## src/rtl/alu_seq_ctrl.sv

```systemverilog
// alu_seq_ctrl: ALU op sequencer; single-cycle logic/arith/compare, iterative STEP-bit shifts.
module alu_seq_ctrl #(
  parameter int XLEN = 32,
  parameter int STEP = 1
) (
  input  logic            clk,
  input  logic            rst,
  input  logic            flush,
  input  logic            in_valid,
  output logic            in_ready,
  input  logic [3:0]      in_op,
  input  logic [XLEN-1:0] in_a,
  input  logic [XLEN-1:0] in_b,
  output logic            out_valid,
  input  logic            out_ready,
  output logic [XLEN-1:0] out_result,
  output logic            out_illegal,
  output logic            busy
);
  localparam int SW = $clog2(XLEN);
  localparam logic [1:0] S_IDLE = 2'd0, S_SHIFT = 2'd1, S_DONE = 2'd2;
  localparam logic [SW:0] STEP_W = (SW+1)'(STEP);
  logic [1:0]      r_state;
  logic [XLEN-1:0] r_acc;
  logic [SW:0]     r_cnt;
  logic [1:0]      r_kind;
  logic            r_illegal;
  logic [XLEN-1:0] w_alu;
  logic            w_ill;
  logic            w_is_shift;
  logic [SW:0]     w_shamt;
  logic [SW:0]     w_k;
  logic [XLEN-1:0] w_shifted;
  logic            w_accept;
  assign in_ready    = r_state == S_IDLE;
  assign out_valid   = r_state == S_DONE;
  assign busy        = r_state != S_IDLE;
  assign out_result  = r_acc;
  assign out_illegal = r_illegal;
  assign w_accept    = in_valid & in_ready & ~flush;
  assign w_shamt     = {1'b0, in_b[SW-1:0]};
  assign w_is_shift  = in_op == 4'b0111 || in_op == 4'b1000 || in_op == 4'b1001;
  assign w_k         = r_cnt < STEP_W ? r_cnt : STEP_W;
  // r_kind: 0 SLL, 1 SRL, 2 SRA; SRA keeps the original sign since acc's MSB never changes
  assign w_shifted   = r_kind == 2'd0 ? r_acc << w_k :
                       r_kind == 2'd1 ? r_acc >> w_k :
                       XLEN'($signed(r_acc) >>> w_k);
  always_comb begin
    w_alu = '0;
    w_ill = 1'b0;
    case (in_op)
      4'b0000: w_alu = in_a + in_b;
      4'b0001: w_alu = in_a - in_b;
      4'b0010: w_alu = in_a ^ in_b;
      4'b0011: w_alu = in_a | in_b;
      4'b0100: w_alu = in_a & in_b;
      4'b0101: w_alu = {{(XLEN-1){1'b0}}, $signed(in_a) < $signed(in_b)};
      4'b0110: w_alu = {{(XLEN-1){1'b0}}, in_a < in_b};
      4'b0111, 4'b1000, 4'b1001, 4'b1111: w_alu = in_a;
      default: w_ill = 1'b1;
    endcase
  end
  always_ff @(posedge clk or posedge rst) begin
    if (rst) begin
      r_state   <= S_IDLE;
      r_acc     <= '0;
      r_cnt     <= '0;
      r_kind    <= 2'd0;
      r_illegal <= 1'b0;
    end else if (flush) begin
      r_state <= S_IDLE;
      r_cnt   <= '0;
    end else begin
      case (r_state)
        S_IDLE: if (w_accept) begin
          r_acc     <= w_alu;
          r_illegal <= w_ill;
          r_kind    <= in_op == 4'b0111 ? 2'd0 : in_op == 4'b1000 ? 2'd1 : 2'd2;
          r_cnt     <= w_is_shift ? w_shamt : '0;
          r_state   <= w_is_shift && w_shamt != '0 ? S_SHIFT : S_DONE;
        end
        S_SHIFT: begin
          r_acc <= w_shifted;
          r_cnt <= r_cnt - w_k;
          if (r_cnt == w_k) r_state <= S_DONE;
        end
        S_DONE: if (out_ready) r_state <= S_IDLE;
        default: r_state <= S_IDLE;
      endcase
    end
  end
endmodule

```

## config.mk

```make
export PLATFORM = sky130hd
export DESIGN_NAME = alu_seq_ctrl
export DESIGN_NICKNAME = d
export VERILOG_FILES = /design/src/rtl/alu_seq_ctrl.sv
export SDC_FILE = /design/constraint.sdc
export NUM_CORES = 1
export LEC_CHECK = 0
export CAP_MARGIN = 40
export CORE_AREA = 2 2 131 108
export DETAILED_ROUTE_END_ITERATION = 8
export DIE_AREA = 0 0 133 110
export GPL_ROUTABILITY_DRIVEN = 0
export PLACE_DENSITY_LB_ADDON = 0.12
export RECOVER_POWER = 50
export SLEW_MARGIN = 20
export SYNTH_ARGS = -nofsm -noshare
export SYNTH_HDL_FRONTEND = slang
export SYNTH_SLANG_ARGS = --single-unit
```

## constraint.sdc

```tcl
create_clock -name clk -period 6.2 [get_ports clk]
set_clock_uncertainty 0.1 [all_clocks]
set_input_delay 0.62 -clock clk [delete_from_list [all_inputs] [get_ports clk]]
set_output_delay 0.62 -clock clk [all_outputs]
set_load 0.02 [all_outputs]
```

==> run metrics, run 1 <==
status=finished, violations left; violated checks=max-capacitance violations, max-slew violations; number of input and output port buffers inserted=108; share of the synthesized area in the top cell type=18.3%; count leader, synth=sky130_fd_sc_hd__nand2_1; Final Cycle Share=69.1%; top cells by instance count after synthesis=sky130_fd_sc_hd__nand2_1 (121), sky130_fd_sc_hd__a21oi_1 (117), sky130_fd_sc_hd__ha_1 (115); die outline height=110 microns; P_leak=0.00404 uW; MaxCap Viol Count=1; global-route wire length before repair=43800 microns; via count of the first global-routing pass=8284; synthesized net count=1314; total routed wirelength=27500 microns; area inside the core boundary=13300 sq um; start point of the critical path=in_b[2]; kind of critical path=input pin to flop; CTS buffer count=5; ratio of total power to cell area=166 nW/um^2; FFs w/ async S/R, synth=100%; root cell of the clock tree=sky130_fd_sc_hd__clkbuf_16; maximum level of the CTS H-tree=2; Worst Setup Slack post-DPL=1.71 ns; number of max-slew violations in the final report=44; startpoint of the lowest-slack register-to-register path=r_state[1]; number of rows created at floorplan=38; endpoint type of the worst setup path=flop; cell accounting for the most synthesized area=sky130_fd_sc_hd__ha_1; number of cells in the finished layout apart from fillers=1374; Chip Width=133 microns; arrival time of the worst setup path=4.37 ns; vias=9152; final critical delay including setup and external delays=4.28 ns; startpoint type of the worst setup path=input pin; total negative slack for setup checks=0 ns; later-pin clock latency in the skew report=0.30 ns; number of placed I/O pins=109; slew margin rel.=-69.5%; startpoint of the tightest hold check path=out_illegal; DRT antenna net count=0; clock-pin slew of the registers on the worst-case setup and hold paths=0.07 ns; count of placed standard cells including taps=1364; Starting Density=59.2%; post-route total power=1530 uW; Hold Buf Count CTS=0; area of the die=14600 sq um; final hold violation count=0; fin nets=1382; deepest clock path buffer count=2; Storage cell area=1080 sq um; Critical Path Stages=12; Worst-Margin Slew=2.54 ns; slowest stage cell on the critical path=sky130_fd_sc_hd__clkdlybuf4s50_1; average instance area after synthesis=6.98 sq um; average via count per standard cell=6.66; worst voltage drop across the vdd grid=0.129 mV; post-synthesis sequential element count=43; CTS tree=done; number of synthesized flops with an enable pin=0; Post CTS Setup Buffer Count=0; share of total power in combinational logic=55.4%; Post-Syn Instances=1124; Setup Viol. Count Final=0; dpl hpwl=20600 microns; number of antenna violations at the first check in global routing=2; ratio of cells with drive above 1 in the final layout=4.44%; proportion of synthesized chip area in sequential cells=13.7%; Net Sw Power=706 uW; number of distinct standard cells referenced by the synthesized netlist=75; Internal Power=823 uW; Area Growth Syn to Fin=17.5%; top_reg_cell synth=sky130_fd_sc_hd__dfrtp_1; maximum number of pins on one net before global-route repair=44; final setup slack of the worst path=1.92 ns; synthesized area=7850 sq um; Filler Cells Inserted=1143; number of synthesis warnings=0; share of total power in sequential cells=25.5%; post-CTS resize count=0; number of buffers and inverters on the critical path=2; Post-route DRC=0; worst hold stages=2; CP cell instances=clkdlybuf4s50_1 > inv_1 > ha_1 > nor3_1 > o31ai_1 > a211oi_1 > a2111oi_2 > nor2_1 > a221o_1 > a21o_1 > mux2_2 > a311o_1; detailed router's first-iteration violation count=1345; unrepaired setup endpoints after global routing=false; detailed-route wire length per cell=20.0 microns; Worst Path Required=6.29 ns; switching power as a share of total power=46.2%; worst min-delay path category=flop to flop; combined area of the multi-input logic cells=6190 sq um; final core area utilization=69.5%; GRT Util Overall=37.4%; cell types with the largest area share after synthesis=sky130_fd_sc_hd__ha_1 (18%), sky130_fd_sc_hd__dfrtp_1 (14%), sky130_fd_sc_hd__a21oi_1 (7.5%); critical-path maximum fanout=6; remaining global-route overflow=0; Worst R2R Path Depth=7; number of iterations in the first detailed-routing pass=5; Num Clock Sinks=43; cell family with most CP delay=compound AO/OA/AOI/OAI gates; achievable clock frequency=233 MHz; worst stage delay on the critical path=0.57 ns; clock network fraction of design power=19.1%
[worst reg2reg max path, cell delays in order (launching register included)]
cell                       delay, ns
sky130_fd_sc_hd__dfrtp_1        0.50
sky130_fd_sc_hd__nand2b_1       0.52
sky130_fd_sc_hd__nand2_1        0.47
sky130_fd_sc_hd__nand2_1        0.48
sky130_fd_sc_hd__nand2_1        0.50
sky130_fd_sc_hd__o31ai_1        0.43
sky130_fd_sc_hd__a21oi_1        0.14
sky130_fd_sc_hd__o31ai_1        0.23
[sequential cells by signal, summed over array words and instances (netlist names)]
signal and count:
out_illegal 1, out_result 32, r_cnt 6, r_kind 2
r_state 2
[layer usage]
metal / vias to the layer above / wire length, microns / part of all wire (%) / track usage, %
li1: 4215 / - / - / -
met1: 4197 / 11500 / 42 / 51.1
met2: 648 / 11500 / 42 / 58.5
met3: 90 / 3500 / 13 / 8.96
met4: 2 / 966 / 3.5 / 12.4
met5: - / 11 / 0.040 / 0
[worst paths after layout]
path | to | slack [ns]
max | out_result[27] | 1.92
min | out_illegal | 0.38
max reg2reg | out_result[21] | 2.73
min reg2reg | out_illegal | 0.38
max in group asynchronous | out_result[12] | 2.94
min in group asynchronous | r_cnt[5] | 1.61
[logic make-up (layout without fill, tap and decap cells)]
| group | count (synthesis) | count (layout) | share of synthesized area (%) |
|---|---|---|---|
| AOI/OAI and AO/OA | 413 | 413 | 34.7 |
| and+or+nand+nor | 353 | 353 | 20.6 |
| buffers and inverters | 162 | 231 | 7.80 |
| adders and majority gates | 117 | 117 | 18.8 |
| DFF | 43 | 43 | 13.7 |
| xor gates and xnor gates | 18 | 18 | 2.01 |
| muxes | 18 | 18 | 2.38 |
| other | 0 | 1 | 0 |
[cell type report]
cell class	count	area share (%)
Clock inverter	2	0.176
Clock buffer	6	1.51
Tap cell	180	2.44
Multi-Input combinational cell	919	67.1
Inverter	96	3.91
Sequential cell	43	11.7
Antenna cell	1	0.0271
Timing Repair Buffer	127	13.2
[stage by stage]
step	cell area, sq um	hold slack [ns]
after floorplan	7850	0.382
after global placement	9050	0.365
final	9220	0.377
after CTS	9220	0.390
after global routing	9220	0.454
after detailed placement	9060	0.374
[placed cells by master (no fill, tap or decap), types with 9 or more instances in the layout]
cell / count
sky130_fd_sc_hd__a31oi_1: 17
sky130_fd_sc_hd__nand3_1: 18
sky130_fd_sc_hd__clkdlybuf4s50_1: 89
sky130_fd_sc_hd__dfrtp_1: 43
sky130_fd_sc_hd__a21oi_1: 117
sky130_fd_sc_hd__nand2b_1: 12
sky130_fd_sc_hd__nor2_1: 100
sky130_fd_sc_hd__nand2_1: 121
sky130_fd_sc_hd__o21bai_1: 13
sky130_fd_sc_hd__nor3_1: 34
sky130_fd_sc_hd__o31ai_1: 14
sky130_fd_sc_hd__mux2i_1: 13
sky130_fd_sc_hd__buf_4: 16
sky130_fd_sc_hd__inv_1: 91
sky130_fd_sc_hd__nor2b_1: 13
sky130_fd_sc_hd__ha_1: 115
sky130_fd_sc_hd__a211oi_1: 13
sky130_fd_sc_hd__xnor2_1: 15
sky130_fd_sc_hd__nor4_1: 11
sky130_fd_sc_hd__o211ai_1: 12
sky130_fd_sc_hd__o21ai_0: 91
sky130_fd_sc_hd__o221ai_1: 9
sky130_fd_sc_hd__a21o_1: 11
sky130_fd_sc_hd__dlygate4sd3_1: 19
sky130_fd_sc_hd__a221oi_1: 29
sky130_fd_sc_hd__o22ai_1: 9
[power by group through the flow]
stage	logic (uW)	clock network [uW]	registers [uW]
floorplan	482	0	422
global placement	820	0	392
detailed placement	829	0	393
CTS	833	288	388
global route	913	300	395
finish	847	293	390
No activity file was read; power rests on OpenSTA's default activity.
==> run 2: changes to the inputs <==
CORE_AREA = 2 2 141 115   (was 2 2 131 108)
DIE_AREA = 0 0 143 117   (was 0 0 133 110)
clock period = 3.69 ns   (was 6.2 ns; I/O delays follow)
==> run 2 against run 1 <==
Effect of this change: the run now ends clean; clock-buffer cell count down 1; flip-flop and latch count unchanged; first-iteration DRC count fell by 2.3%; final area increased by 14%; utilization down 1.5 points; setup slack worse by 1.8 ns; total power is 81% higher; die area is 14% higher; critical path type unchanged; largest power group unchanged.
==> run metrics, run 2 (synthesis results as in run 1) <==
GRT Util Overall=35.8%; final hold violation count=0; Area Growth Syn to Fin=33.9%; ratio of cells with drive above 1 in the final layout=15.9%; fin nets=1538; number of diodes=0; slew margin rel.=3.35%; deepest clock path buffer count=2; worst hold slack after final layout=0.242 ns; clock-pin slew of the registers on the worst-case setup and hold paths=0.07 ns; CTS buffer count=5; via count of the first global-routing pass=8974; average via count per standard cell=6.26; Setup Viol. Count Final=0; later-pin clock latency in the skew report=0.30 ns; global-route wire length before repair=47400 microns; kind of critical path=input pin to flop; number of iterations in the first detailed-routing pass=5; dpl hpwl=23500 microns; final core area utilization=68.1%; Worst Path Required=3.77 ns; share of total power in combinational logic=58.9%; unrepaired setup endpoints after global routing=true; Final Cycle Share=97.8%; root cell of the clock tree=sky130_fd_sc_hd__clkbuf_16; MaxCap Viol Count=0; status=finished clean; worst flop-to-flop path endpoint=out_result[16]; top library cells by usage in the layout, fill and taps aside=sky130_fd_sc_hd__buf_4 (170), sky130_fd_sc_hd__nand2_1 (121), sky130_fd_sc_hd__a21oi_1 (116), sky130_fd_sc_hd__ha_1 (111), sky130_fd_sc_hd__nor2_1 (100); most frequent standard cell in the layout excluding fill and tap cells=sky130_fd_sc_hd__buf_4; number of rows created at floorplan=41; detailed router's first-iteration violation count=1314; area of the die=16700 sq um; Worst R2R Path Depth=11; Net Sw Power=1240 uW; R2R setup slack=0.79 ns; Chip Width=143 microns; Internal Power=1520 uW; maximum level of the CTS H-tree=2; area inside the core boundary=15400 sq um; P_leak=0.00479 uW; Post CTS Setup Buffer Count=0; ratio of total power to cell area=263 nW/um^2; Worst-Margin Slew=1.45 ns; DRT antenna net count=0; clock network fraction of design power=17.4%; Filler Cells Inserted=1362; total placed instance area=10300 sq um; post-route total power=2760 uW; number of max-slew violations in the final report=0; maximum number of pins on one net before global-route repair=28; number of flip-flops in the largest register=32; remaining global-route overflow=0; die outline height=117 microns; Non-Filler Cell Area, Final=10500 sq um; worst min-delay path category=input pin to async pin; achievable clock frequency=277 MHz; worst voltage drop across the vdd grid=0.178 mV; arrival time of the worst setup path=3.69 ns; share of total power in sequential cells=23.7%; total routed wirelength=30100 microns; switching power as a share of total power=44.9%; startpoint type of the worst setup path=input pin; Starting Density=50.8%; number of antenna violations at the first check in global routing=0; Num Clock Sinks=43; startpoint of the lowest-slack register-to-register path=r_cnt[3]; final critical delay including setup and external delays=3.61 ns; number of placed I/O pins=109; endpoint type of the worst setup path=flop; number of input and output port buffers inserted=108; CTS tree=done; Post-route DRC=0; detailed-route wire length per cell=19.2 microns; critical-path maximum fanout=4; vias=9784
run 2: cell count changes in the layout (fill, tap and decap cells not counted), moves of 3 or more:
cell / delta
sky130_fd_sc_hd__ha_1: -4
sky130_fd_sc_hd__dlygate4sd3_1: -3
sky130_fd_sc_hd__clkdlybuf4s50_1: +3
sky130_fd_sc_hd__buf_4: +154
run 2: area by class of cell:
type	instances	area, sq um	share of cell area, %
Multi-Input combinational cell	919	6250	59.4
Timing Repair Buffer	283	2410	22.9
Sequential cell	43	1080	10.2
Inverter	96	360	3.43
Tap cell	215	269	2.56
Clock buffer	5	125	1.19
Clock inverter	3	23.8	0.226
run 2: metrics by stage:
step	setup TNS, ns	cells	setup WS, ns
6_report	0	1564	0.0802
5_1_grt	-0.144	1564	-0.0783
4_1_cts	0	1563	0.0452
3_5_place_dp	-1.36	1555	-0.312
3_3_place_gp	-0.607	1555	-0.188
2_1_floorplan	0	1124	0.443
run 2: worst max-delay path by stage:
stage,endpoint,from,slack [ns],cells past startpoint
2_1_floorplan,out_result[27],in_b[11],0.44,12
3_3_place_gp,out_result[27],in_b[2],-0.19,15
3_5_place_dp,out_result[27],in_a[7],-0.31,16
4_1_cts,out_result[27],in_b[2],0.05,15
5_1_grt,out_result[22],in_b[9],-0.08,14
6_report,out_result[27],in_b[11],0.08,15
run 2: what timing repair did:
item	CTS	global route
hold buffers	0	0
cloned	0	0
resized for setup	1	10
endpoints found under the setup margin	1	11
run 2: per-layer routing:
layer	global-route usage (%)	wire, microns	up-vias
li1	-	-	4536
met5	0	0	-
met4	12.1	1060	0
met3	5.82	3450	93
met1	50.4	12700	4510
met2	55.9	12900	645
run 2: critical path, cell delays in order:
cell and delay [ns]:
sky130_fd_sc_hd__clkdlybuf4s50_1 0.51, sky130_fd_sc_hd__inv_1 0.07, sky130_fd_sc_hd__ha_1 0.33, sky130_fd_sc_hd__nor3_1 0.39
sky130_fd_sc_hd__nand2_1 0.14, sky130_fd_sc_hd__a211oi_1 0.29, sky130_fd_sc_hd__buf_4 0.17, sky130_fd_sc_hd__a2111oi_2 0.04
sky130_fd_sc_hd__buf_4 0.16, sky130_fd_sc_hd__nor2_1 0.17, sky130_fd_sc_hd__a221o_1 0.19, sky130_fd_sc_hd__buf_4 0.13
sky130_fd_sc_hd__o211ai_1 0.10, sky130_fd_sc_hd__mux2_2 0.30, sky130_fd_sc_hd__a311o_1 0.34
run 2: power groups by stage:
| stage | clock network [uW] | registers, uW | logic [uW] |
|---|---|---|---|
| 2_1_floorplan | 0 | 709 | 811 |
| 3_3_place_gp | 0 | 661 | 1570 |
| 3_5_place_dp | 0 | 661 | 1590 |
| 4_1_cts | 474 | 652 | 1600 |
| 5_1_grt | 496 | 662 | 1760 |
| 6_report | 480 | 655 | 1630 |
